===== src/rtl/booth_step_engine_if.sv =====
// Operand/product handshake bundle for the Booth step engine.
// master drives operands and out_ready, slave (the engine) answers.
interface booth_step_engine_if #(
    parameter int unsigned WIDTH_IN = 16
);
    logic                    in_valid;
    logic                    in_ready;
    logic [WIDTH_IN-1:0]     in_a;
    logic [WIDTH_IN-1:0]     in_b;
    logic                    out_valid;
    logic                    out_ready;
    logic [2*WIDTH_IN-1:0]   product;
    logic                    busy;

    modport master (
        output in_valid, in_a, in_b, out_ready,
        input  in_ready, out_valid, product, busy
    );

    modport slave (
        input  in_valid, in_a, in_b, out_ready,
        output in_ready, out_valid, product, busy
    );
endinterface


===== src/rtl/booth_step_engine.sv =====
// Sequential radix-2 Booth multiplier core working on the {A, Q, Q-1} layout.
// One add/subtract + arithmetic shift per cycle; WIDTH_IN steps per product.
module booth_step_engine #(
    parameter int unsigned WIDTH_IN = 16,
    parameter int unsigned WIDTH_PP = 33,
    parameter int unsigned CNT_W    = 5
) (
    input logic                clk,
    input logic                reset,
    input logic                clear,
    booth_step_engine_if.slave bus
);

    typedef enum logic [1:0] {StIdle, StRun, StDone} state_t;

    localparam logic [CNT_W-1:0] LastStep = CNT_W'(WIDTH_IN - 1);

    state_t              state_q, state_d;
    // A carries one guard bit so that M = -2^(WIDTH_IN-1) subtracts exactly
    logic [WIDTH_IN:0]   a_q, a_d;
    logic [WIDTH_IN-1:0] q_q, q_d;
    logic                q1_q, q1_d;
    logic [WIDTH_IN-1:0] m_q, m_d;
    logic [CNT_W-1:0]    cnt_q, cnt_d;

    logic [WIDTH_IN:0]   m_ext;
    logic [WIDTH_IN:0]   s;
    logic [WIDTH_PP:0]   pp_sum;
    logic [WIDTH_PP:0]   pp_shift;

    // One Booth step: select add/sub/none on {Q[0], Q-1}, then shift right arithmetically
    always_comb begin
        m_ext = {m_q[WIDTH_IN-1], m_q};
        s     = a_q;
        unique case ({q_q[0], q1_q})
            2'b01:   s = a_q + m_ext;
            2'b10:   s = a_q - m_ext;
            default: s = a_q;
        endcase
        pp_sum   = {s, q_q, q1_q};
        pp_shift = {pp_sum[WIDTH_PP], pp_sum[WIDTH_PP:1]};
    end

    // Next-state and datapath update; clear overrides everything else
    always_comb begin
        state_d = state_q;
        a_d     = a_q;
        q_d     = q_q;
        q1_d    = q1_q;
        m_d     = m_q;
        cnt_d   = cnt_q;

        unique case (state_q)
            StIdle: begin
                if (bus.in_valid) begin
                    a_d     = '0;
                    q_d     = bus.in_b;
                    q1_d    = 1'b0;
                    m_d     = bus.in_a;
                    cnt_d   = '0;
                    state_d = StRun;
                end
            end
            StRun: begin
                a_d   = pp_shift[WIDTH_PP -: (WIDTH_IN + 1)];
                q_d   = pp_shift[WIDTH_IN:1];
                q1_d  = pp_shift[0];
                cnt_d = cnt_q + CNT_W'(1);
                if (cnt_q == LastStep) begin
                    state_d = StDone;
                end
            end
            StDone: begin
                if (bus.out_ready) begin
                    state_d = StIdle;
                end
            end
            default: state_d = StIdle;
        endcase

        if (clear) begin
            state_d = StIdle;
            a_d     = '0;
            q_d     = '0;
            q1_d    = 1'b0;
            m_d     = '0;
            cnt_d   = '0;
        end
    end

    // State and datapath registers
    always_ff @(posedge clk or negedge reset) begin
        if (!reset) begin
            state_q <= StIdle;
            a_q     <= '0;
            q_q     <= '0;
            q1_q    <= 1'b0;
            m_q     <= '0;
            cnt_q   <= '0;
        end else begin
            state_q <= state_d;
            a_q     <= a_d;
            q_q     <= q_d;
            q1_q    <= q1_d;
            m_q     <= m_d;
            cnt_q   <= cnt_d;
        end
    end

    assign bus.in_ready  = (state_q == StIdle);
    assign bus.out_valid = (state_q == StDone);
    assign bus.busy      = (state_q == StRun) || (state_q == StDone);
    // Guard bit dropped: the product always fits in 2*WIDTH_IN bits
    assign bus.product   = {a_q[WIDTH_IN-1:0], q_q};

endmodule


===== src/flat_wrapper.sv =====
// flat-port wrapper written by rule: the top's interface ports become plain ports
module booth_step_engine_flat 
#(
    parameter int unsigned WIDTH_IN = 16,
    parameter int unsigned WIDTH_PP = 33,
    parameter int unsigned CNT_W    = 5
)
  (clk, reset, clear, bus_in_valid, bus_in_a, bus_in_b, bus_out_ready, bus_in_ready, bus_out_valid, bus_product, bus_busy);
  booth_step_engine_if #(.WIDTH_IN(WIDTH_IN)) bus_i ();
  input logic clk;
  input logic reset;
  input logic clear;
  input wire logic [$bits(bus_i.in_valid)-1:0] bus_in_valid;
  input wire logic [$bits(bus_i.in_a)-1:0] bus_in_a;
  input wire logic [$bits(bus_i.in_b)-1:0] bus_in_b;
  input wire logic [$bits(bus_i.out_ready)-1:0] bus_out_ready;
  output wire logic [$bits(bus_i.in_ready)-1:0] bus_in_ready;
  output wire logic [$bits(bus_i.out_valid)-1:0] bus_out_valid;
  output wire logic [$bits(bus_i.product)-1:0] bus_product;
  output wire logic [$bits(bus_i.busy)-1:0] bus_busy;
  assign bus_i.in_valid = bus_in_valid;
  assign bus_i.in_a = bus_in_a;
  assign bus_i.in_b = bus_in_b;
  assign bus_i.out_ready = bus_out_ready;
  assign bus_in_ready = bus_i.in_ready;
  assign bus_out_valid = bus_i.out_valid;
  assign bus_product = bus_i.product;
  assign bus_busy = bus_i.busy;
  booth_step_engine #(.WIDTH_IN(WIDTH_IN), .WIDTH_PP(WIDTH_PP), .CNT_W(CNT_W)) u_core (.clk(clk), .reset(reset), .clear(clear), .bus(bus_i));
endmodule

===== config.mk =====
export PLATFORM = sky130hd
export DESIGN_NAME = booth_step_engine_flat
export DESIGN_NICKNAME = d
export VERILOG_FILES = /design/src/rtl/booth_step_engine_if.sv /design/src/rtl/booth_step_engine.sv /design/src/flat_wrapper.sv
export SDC_FILE = /design/constraint.sdc
export NUM_CORES = 1
export LEC_CHECK = 0
export ABC_AREA = 1
export CAP_MARGIN = 5
export CORE_UTILIZATION = 50
export DETAILED_ROUTE_END_ITERATION = 10
export PLACE_DENSITY = 0.84
export SLEW_MARGIN = 30
export SYNTH_ARGS = -nofsm -noshare
export SYNTH_HDL_FRONTEND = slang
export SYNTH_SLANG_ARGS = --single-unit

===== constraint.sdc =====
create_clock -name clk -period 3.05 [get_ports clk]
set_input_delay 0.305 -clock clk [delete_from_list [all_inputs] [get_ports clk]]
set_output_delay 0.305 -clock clk [all_outputs]
set_load 0.05 [all_outputs]

==> run_results.csv, run 1 <==
group,metric,value,unit
route,drc_errors,0,
layout,layout_cell_share_with_drive_strength_beyond_1,7.610,%
timing,final-hold-violation-count,0,
setup_path,timing.critical_path.from_type,"flop",
yosys,synth-edff-count,0,
timing,unrepaired_setup_endpoints_after_global_routing,"false",
layout,insertedDiodeCount,0,
yosys,yosys_register_bits,56,
clock_tree,tritoncts.num_buffers,5,
layout,most-common-layout-cells,"nand2_1 (164), inv_1 (108), clkdlybuf4s50_1 (70)",
clock_tree,tritoncts,"done",
layout,filler_cell_count,735,
clock_tree,cts_num_sinks,56,
setup_path,crit-reg2reg-capture,"u_core.a_q[13]$_DFFE_PN0P_",
clock_tree,h-tree-depth,2,
grt,number_of_antenna_violations_at_the_first_check_in_global_routing,0,
run_status,run_status,"complete, no violations",
clock_tree,cts_setup_buffers,0,
setup_path,crit_fanout,9,
grt,grt_pass1_wl,17.93,mm
grt,grt_start_max_net_pins,39,
placed_design,dp_slack,0.1689,ns
setup_path,worst_reg2reg_path_length_in_cells,20,
timing,finalSetupViolCount,0,
placed_design,finalWeightedCongestion,0.8976,
floorplanning,die_w,94.07,um
yosys,synth.yosys.warnings,0,
layout,final_common_cell,"nand2_1",
min_path,worst_hold_path_type,"input pin to async pin",
setup_path,end_kind,"flop",
setup_path,rr_startpoint,"u_core.q1_q$_DFFE_PN0P_",
power_and_ir_drop,cellLeakagePower,2.521,nW
route,antenna_left,0,
placed_design,post-dp-hpwl,8.173,mm
floorplanning,core,8217,um^2
floorplanning,initial_core_util,51.58,%
power_and_ir_drop,powerDensity,921.1,nW/um^2
setup_path,regToRegSetupSlack,0.28,ns
setup_path,criticalPathCategory,"flop to flop",
timing,final.setup.worst_slack,0.2818,ns
setup_path,data_arrival_time_of_the_critical_path,2.98,ns
floorplanning,die_y,94.07,um
route,dr.max_layer_used,"met4",
clock_tree,ctsHoldBuffers,0,
power_and_ir_drop,design_power_total,4.684,mW
floorplanning,die_area,8848,um^2
setup_path,critPathRequiredTime,3.26,ns
clock_tree,maximum_clock_path_buffer_count,2,
yosys,synth_ff_type,"dfrtp_1",
yosys,synthDistinctLibCells,33,
clock_tree,clock_latency_reported_for_the_late_side_of_the_worst_skew_pair,0.32,ns
timing,setup_total_negative_slack,0,ns
clock_tree,clk_pin_slew,0.11,ns
clock_tree,clock_root_buffer,"clkbuf_8",
timing,worst_slew_pin_slew,0.8312,ns
route,wirelength_met1,4.890,mm
timing,slew_headroom,44.51,%
timing,post-route-min-period,2.768,ns
route,drt_iter0_drc,259,
layout,area.growth.synth_to_final,19.99,%
timing,drv_slew,0,
grt,grt_use_total,25.46,%
timing,clock-skew-final,0.006143,ns
power_and_ir_drop,irDropWorstVdd,0.0005303,V
route,totalWireLength,10.52,mm
clock_tree,cts_resized,0,
route,firstDrtPassIters,5,
yosys,synth-async-reset-ratio,100.0,%
timing,final.hold.worst_slack,0.03615,ns
route,route.vias.total,4045,
floorplanning,top_level_ports,72,
grt,first_global_vias,3858,
route,vias_per_cell,5.308,
timing,final_min_period_over_clock_period,90.76,%
route,met2RoutedLength,5.057,mm
floorplanning,placementRows,33,
layout,nNetsFinal,718,
yosys,sequential_cell_area_fraction_in_the_yosys_report,33.07,%
timing,maxClockFrequency,361.2,MHz
yosys,post_synth_instance_area,4238,um^2
yosys,synth_cells,591,
yosys,synth.net_count,653,
grt,globalRoute.totalOverflow,0,
layout,finish.utilization,61.89,%
yosys,syn_avg_cell_area,7.171,um^2
placed_design,io_buffers,71,
route,wl_per_cell,13.80,um
route,routed-wl-met3,451,um
flow_run,maxCapViolations,0,
worst max path at each step:
stage,slack (ns),from,end,cells after the start
after floorplan,0.36,u_core.q_q[0]$_DFFE_PN0P_,u_core.a_q[13]$_DFFE_PN0P_,20
after global routing,0.002,u_core.q1_q$_DFFE_PN0P_,u_core.a_q[13]$_DFFE_PN0P_,20
after detailed placement,0.17,u_core.q1_q$_DFFE_PN0P_,u_core.a_q[13]$_DFFE_PN0P_,20
after CTS,0.13,u_core.q1_q$_DFFE_PN0P_,u_core.a_q[13]$_DFFE_PN0P_,20
after global placement,0.21,u_core.q1_q$_DFFE_PN0P_,u_core.a_q[13]$_DFFE_PN0P_,20
final,0.28,u_core.q1_q$_DFFE_PN0P_,u_core.a_q[13]$_DFFE_PN0P_,20
where the power goes:
part | total (mW) | internal [mW] | switching, mW
Clock | 0.432 | 0.165 | 0.267
Combinational | 3.22 | 1.04 | 2.18
Sequential | 1.03 | 0.903 | 0.131
Total | 4.68 | 2.11 | 2.57
sequential cells by signal, indices dropped and copies added, names as in the netlist:
name	flops
u_core.q_q	16
u_core.m_q	16
u_core.q1_q	1
u_core.cnt_q	5
u_core.a_q	16
u_core.state_q	2
layer usage:
metal / up-vias / global-route usage (%)
met4: 0 / 5.769
met3: 12 / 2.589
met1: 1905 / 35.03
li1: 2021 / -
met2: 107 / 43.00
met5: - / 0
layout make-up:
class                      count  area, um^2  area share [%]
clock buffer                   6       72.57           1.427
inverter                     115       431.7           8.489
tap                          105       131.4           2.584
sequential                    56        1401           27.56
timing repair buffer          75       735.7           14.47
multi-input combinational    403        2298           45.20
clock inverter                 2       13.76          0.2707
stage by stage:
stage	cells	cell area (um^2)
2_1_floorplan	591	4238
3_3_place_gp	754	4986
3_5_place_dp	754	4986
4_1_cts	762	5072
5_1_grt	762	5085
6_report	762	5085
cells by family (layout without fill, tap and decap cells):
group,after synthesis,in the layout,share of synthesized area [%]
flops,56,56,33.07
xor+xnor,15,15,3.100
compound gates,80,80,14.38
fa+ha+maj,25,25,7.558
buf+inv,132,198,12.99
simple gates,283,283,28.90
cells in the mapped netlist (2+ instances only):
cell type,count,area (um^2)
o22ai_2,5,62.56
a21oi_1,18,90.09
buf_2,5,25.02
buf_6,5,56.30
dfrtp_1,56,1401
nand3_1,48,240.2
inv_1,108,405.4
clkbuf_1,6,22.52
o211ai_1,3,22.52
nand4_1,16,100.1
o21ai_1,4,20.02
nor2_1,40,150.1
o21ai_0,30,150.1
nand2_1,164,615.6
o221ai_2,14,210.2
o221ai_1,2,17.52
nor2_2,4,25.02
and2_1,2,12.51
xor2_1,15,131.4
ha_1,24,300.3
nor3_1,4,20.02
inv_2,7,26.28
critical path, stage by stage (launching register included):
cell	delay [ns]
dfrtp_1	0.38
inv_1	0.11
ha_4	0.21
inv_2	0.10
o21ai_2	0.10
o21ai_1	0.15
nor2_2	0.19
nand3_1	0.10
nand2_1	0.07
inv_1	0.04
ha_1	0.36
nand2_1	0.16
inv_1	0.05
nand2_1	0.06
nand2_1	0.04
a21oi_1	0.18
nand2_1	0.08
nand2_1	0.06
nand3_1	0.08
nand2_1	0.09
nand2_1	0.05
No activity file was read; power rests on OpenSTA's default activity.
==> run 2, diff against run 1 <==
DONT_BUFFER_PORTS = 1   (was unset)
PLACE_DENSITY = 0.73   (was 0.84)
==> run_results.csv, run 2 (same netlist as run 1, synthesis figures left out) <==
group,metric,value,unit
setup_path,critical-path-top-delay-family,"simple AND/OR/NAND/NOR gates",
layout,area.growth.synth_to_final,4.842,%
clock_tree,tritoncts,"done",
timing,slew_headroom,43.25,%
setup_path,cpPeakStageDelay,0.39,ns
flow_run,maxCapViolations,0,
grt,grt_pass1_wl,17.11,mm
setup_path,timing.critical_path.from_type,"flop",
route,wl_per_cell,14.38,um
timing,final.setup.worst_slack,0.2942,ns
route,totalWireLength,10.03,mm
layout,nNetsFinal,653,
layout,final_common_cell,"nand2_1",
clock_tree,maximum_clock_path_buffer_count,2,
timing,worst_slew_pin_slew,0.8500,ns
timing,drv_slew,0,
setup_path,data_arrival_time_of_the_critical_path,2.98,ns
grt,globalRoute.totalOverflow,0,
clock_tree,clk_pin_slew,0.11,ns
min_path,worst_hold_path_type,"input pin to flop",
floorplanning,die_y,94.07,um
power_and_ir_drop,irDropWorstVdd,0.0005981,V
route,firstDrtPassIters,5,
grt,first_global_vias,3516,
grt,grt_use_total,24.79,%
setup_path,critPathMostFrequentCell,"nand2_1",
clock_tree,h-tree-depth,2,
timing,finalSetupViolCount,0,
run_status,run_status,"complete, no violations",
floorplanning,top_level_ports,72,
route,drt_iter0_drc,213,
layout,finish.utilization,54.07,%
timing,clock-skew-final,0.01031,ns
setup_path,worst-path-buf-inv,3,
power_and_ir_drop,design_power_total,4.422,mW
placed_design,io_buffers,0,
grt,grt_start_max_net_pins,57,
clock_tree,cts_setup_buffers,0,
clock_tree,tritoncts.num_buffers,5,
setup_path,critPathRequiredTime,3.28,ns
placed_design,finalWeightedCongestion,0.8968,
setup_path,critPathSlowestCell,"dfrtp_1",
setup_path,end_kind,"flop",
timing,unrepaired_setup_endpoints_after_global_routing,"false",
layout,layout_cell_share_with_drive_strength_beyond_1,9.122,%
timing,setup_total_negative_slack,0,ns
floorplanning,initial_core_util,51.58,%
layout,filler_cell_count,776,
route,drc_errors,0,
route,vias_per_cell,5.331,
floorplanning,placementRows,33,
setup_path,timing.critical_path.cells,"inv_1 -> ha_1 -> nand2_1 -> nor2_1 -> nor2_1 -> a21oi_1 -> xor2_1 -> inv_1 -> ha_1 -> nand2_1 -> inv_1 -> a21oi_1 -> nand2_1 -> nand2_1 -> nand2_1 -> nand2_1 -> nand3_1 -> nand2_1 -> nand2_1",
route,route.vias.total,3716,
grt,number_of_antenna_violations_at_the_first_check_in_global_routing,0,
setup_path,criticalPathCategory,"flop to flop",
layout,most-common-layout-cells,"nand2_1 (164), inv_1 (108), dfrtp_1 (56)",
clock_tree,clock_latency_reported_for_the_late_side_of_the_worst_skew_pair,0.32,ns
setup_path,crit_fanout,5,
timing,final-hold-violation-count,0,
timing,maxClockFrequency,362.9,MHz
placed_design,post-dp-hpwl,7.596,mm
timing,post-route-min-period,2.756,ns
layout,top_regs,"u_core.a_q x16, u_core.m_q x16, u_core.q_q x16",
timing,final_min_period_over_clock_period,90.36,%
clock_tree,clock_root_buffer,"clkbuf_8",
layout,insertedDiodeCount,0,
placed_design,dp_slack,0.3539,ns
power_and_ir_drop,cellLeakagePower,2.299,nW
floorplanning,die_area,8848,um^2
floorplanning,die_w,94.07,um
clock_tree,cts_num_sinks,56,
floorplanning,core,8217,um^2
power_and_ir_drop,powerDensity,995.2,nW/um^2
route,antenna_left,0,
## run 2: cell count changes in the layout (fill, tap and decap cells not counted), sizes merged
cell	change
buf	+4
clkbuf	-1
clkdlybuf4s50	-70
dlygate4sd3	+1
inv	+1
## run 2: what timing repair did
action | in CTS | in global routing
resized for setup | 0 | 0
hold buffers | 2 | 0
hold endpoints to repair | 56 | 0
## run 2: power by group
group / internal, mW / switching (mW)
registers: 0.896 / 0.485
clock network: 0.170 / 0.279
logic: 0.811 / 1.78
## run 2: final timing paths
kind	depth (start not counted)	from	slack, ns	endpoint
worst max-delay path	19	u_core.m_q[1]$_DFFE_PN0P_	0.29	u_core.a_q[10]$_DFFE_PN0P_
worst min-delay path	1	clear	0.04	u_core.m_q[12]$_DFFE_PN0P_
worst max register to register	19	u_core.m_q[1]$_DFFE_PN0P_	0.29	u_core.a_q[10]$_DFFE_PN0P_
worst min register to register	2	u_core.cnt_q[2]$_DFFE_PN0P_	0.54	u_core.cnt_q[2]$_DFFE_PN0P_
max in group asynchronous	2	reset	2.30	u_core.m_q[10]$_DFFE_PN0P_
min in group asynchronous	2	reset	0.49	u_core.a_q[9]$_DFFE_PN0P_
## run 2: final cells by class
cell class,count,area [um^2],area share [%]
inverters,115,431.7,9.716
clock buffers,5,68.82,1.549
clock inverters,3,26.28,0.5914
repair buffers,10,97.59,2.197
flip-flops and latches,56,1401,31.54
multi-input cells,403,2286,51.45
well taps,105,131.4,2.957
## run 2: metal layers
layer / up-vias / global-route usage (%) / share of wire (%)
li1: 1896 / - / -
met3: 8 / 4.450 / 4.4
met1: 1729 / 34.49 / 48
met4: 0 / 6.923 / 0.99
met2: 83 / 39.36 / 46
met5: - / 0 / 0
## run 2: through the flow
stage	instances	hold WS [ns]	instance area [um^2]
6_report	697	0.03652	4443
4_1_cts	697	0.03146	4443
2_1_floorplan	591	0.009409	4238
3_5_place_dp	687	0.01046	4310
3_3_place_gp	687	0.01050	4310
5_1_grt	697	0.02866	4443
## run 2: worst register-to-register path, stage by stage (launching register included)
cell and delay [ns]:
dfrtp_1 0.39, inv_1 0.11, ha_1 0.17, nand2_1 0.05, nor2_1 0.12, nor2_1 0.08
a21oi_1 0.15, xor2_1 0.16, inv_1 0.08, ha_1 0.34, nand2_1 0.11, inv_1 0.07
a21oi_1 0.21, nand2_1 0.15, nand2_1 0.12, nand2_1 0.05, nand2_1 0.07, nand3_1 0.09
nand2_1 0.09, nand2_1 0.04
==> run 3, diff against run 2 <==
clock period = 3.2 ns   (was 3.05 ns; I/O delays follow)
==> run_results.csv, run 3 (same netlist as run 1, synthesis figures left out) <==
group,metric,value,unit
timing,final_min_period_over_clock_period,89.48,%
floorplanning,top_level_ports,72,
route,route.vias.total,3761,
grt,first_global_vias,3709,
floorplanning,initial_core_util,51.58,%
timing,final-hold-violation-count,0,
grt,grt_start_max_net_pins,57,
timing,clock-skew-final,0.01021,ns
setup_path,worst-path-buf-inv,2,
layout,most-common-layout-cells,"nand2_1 (164), inv_1 (108), dfrtp_1 (56)",
timing,worst_slew_pin_slew,0.6172,ns
setup_path,crit_fanout,5,
grt,grt_use_total,25.29,%
placed_design,io_buffers,0,
setup_path,critical-path-top-delay-family,"simple AND/OR/NAND/NOR gates",
floorplanning,die_area,8848,um^2
clock_tree,h-tree-depth,2,
clock_tree,cts_setup_buffers,0,
layout,top_regs,"u_core.a_q x16, u_core.m_q x16, u_core.q_q x16",
setup_path,criticalPathCategory,"flop to flop",
placed_design,post-dp-hpwl,7.631,mm
flow_run,maxCapViolations,0,
min_path,worst_hold_path_type,"input pin to flop",
floorplanning,die_w,94.07,um
timing,drv_slew,0,
route,wl_per_cell,14.46,um
route,drc_errors,0,
timing,maxClockFrequency,349.2,MHz
placed_design,dp_slack,0.3872,ns
setup_path,timing.critical_path.cells,"inv_1 -> ha_1 -> nand2_1 -> nor2_1 -> nand2_1 -> o21ai_0 -> o21ai_0 -> xor2_1 -> ha_1 -> nand2_1 -> inv_1 -> nand2_1 -> nand2_1 -> a21oi_1 -> nand2_1 -> nand2_1 -> nand3_1 -> nand2_1 -> nand2_1",
timing,slew_headroom,58.79,%
timing,finalSetupViolCount,0,
floorplanning,die_y,94.07,um
timing,setup_total_negative_slack,0,ns
setup_path,critPathRequiredTime,3.42,ns
timing,post-route-min-period,2.863,ns
route,totalWireLength,10.11,mm
clock_tree,tritoncts.num_buffers,5,
route,antenna_left,0,
grt,globalRoute.totalOverflow,0,
layout,filler_cell_count,786,
clock_tree,cts_num_sinks,56,
clock_tree,clock_latency_reported_for_the_late_side_of_the_worst_skew_pair,0.32,ns
setup_path,timing.critical_path.from_type,"flop",
power_and_ir_drop,powerDensity,950.7,nW/um^2
route,drt_iter0_drc,240,
clock_tree,maximum_clock_path_buffer_count,2,
setup_path,data_arrival_time_of_the_critical_path,3.08,ns
clock_tree,tritoncts,"done",
floorplanning,placementRows,33,
layout,area.growth.synth_to_final,5.373,%
layout,final_common_cell,"nand2_1",
setup_path,critPathSlowestCell,"dfrtp_1",
placed_design,finalWeightedCongestion,0.9316,
setup_path,end_kind,"flop",
clock_tree,clock_root_buffer,"clkbuf_8",
setup_path,regToRegSetupSlack,0.34,ns
setup_path,critPathMostFrequentCell,"nand2_1",
placed_design,post-place-cells,689,
layout,nNetsFinal,655,
floorplanning,core,8217,um^2
power_and_ir_drop,cellLeakagePower,2.309,nW
layout,post_layout_cell_count,699,
layout,insertedDiodeCount,0,
setup_path,cpPeakStageDelay,0.40,ns
route,firstDrtPassIters,5,
clock_tree,clk_pin_slew,0.12,ns
timing,final.setup.worst_slack,0.3365,ns
route,vias_per_cell,5.381,
layout,layout_cell_share_with_drive_strength_beyond_1,9.428,%
grt,grt_pass1_wl,17.56,mm
grt,number_of_antenna_violations_at_the_first_check_in_global_routing,0,
timing,unrepaired_setup_endpoints_after_global_routing,"false",
run_status,run_status,"complete, no violations",
power_and_ir_drop,irDropWorstVdd,0.0005210,V
[run 3: cell types whose count changed in the layout (fill, tap and decap cells not counted)]
cell | before | now
inv_6 | 2 | 1
clkinv_8 | 0 | 1
buf_4 | 8 | 10
[run 3: final timing paths]
check,end,startpoint,depth (start not counted)
max reg2reg,u_core.a_q[14]$_DFFE_PN0P_,u_core.m_q[1]$_DFFE_PN0P_,19
max,u_core.a_q[14]$_DFFE_PN0P_,u_core.m_q[1]$_DFFE_PN0P_,19
min in group asynchronous,u_core.a_q[9]$_DFFE_PN0P_,reset,2
min reg2reg,u_core.cnt_q[2]$_DFFE_PN0P_,u_core.cnt_q[2]$_DFFE_PN0P_,2
max in group asynchronous,u_core.m_q[14]$_DFFE_PN0P_,reset,2
min,u_core.m_q[12]$_DFFE_PN0P_,clear,1
[run 3: metrics by stage]
| step | hold WS (ns) | power [mW] | area [um^2] | util, % |
|---|---|---|---|---|
| after floorplan | 0.02441 | 3.279 | 4238 | - |
| after global placement | 0.02530 | 3.694 | 4325 | 52.64 |
| after detailed placement | 0.02512 | 3.767 | 4325 | 52.64 |
| after CTS | 0.04281 | 4.232 | 4466 | 54.35 |
| after global routing | 0.04056 | 4.635 | 4466 | 54.35 |
| final | 0.04905 | 4.246 | 4466 | 54.35 |
[run 3: timing repair]
action                     in CTS  in global routing
setup endpoints to repair       0                  0
resized for setup               0                  0
hold endpoints to repair       56                  0
hold buffers                    2                  0
[run 3: worst reg2reg max path: cells and delay by family, from the launching register on]
| kind | cells | cell delay, ns |
|---|---|---|
| xor+xnor | 1 | 0.18 |
| simple gates | 11 | 0.84 |
| fa+ha+maj | 2 | 0.53 |
| buf+inv | 2 | 0.16 |
| flops | 1 | 0.40 |
| compound gates | 3 | 0.64 |
[run 3: layout make-up]
cell class                      instances  area (um^2)  area share (%)
Multi-Input combinational cell        403         2286           51.19
Sequential cell                        56         1401           31.38
Inverter                              115        431.7           9.667
Tap cell                              105        131.4           2.942
Timing Repair Buffer                   12        112.6           2.522
Clock buffer                            5        68.82           1.541
Clock inverter                          3        33.78          0.7565
[run 3: power by group]
group / total [mW] / internal, mW / switching, mW / leakage [nW]
clock: 0.438 / 0.166 / 0.272 / 0.0515
combinational: 2.48 / 0.785 / 1.70 / 1.50
sequential: 1.32 / 0.854 / 0.469 / 0.757
[run 3: routing by layer]
layer  GRT usage [%]  vias to the layer above  share of wire (%)
met4           5.897                        0               0.75
li1                -                     1906                  -
met1           35.36                     1760                 48
met2           41.18                       89                 47
met5               0                        -                  0
met3           3.641                        6                4.0
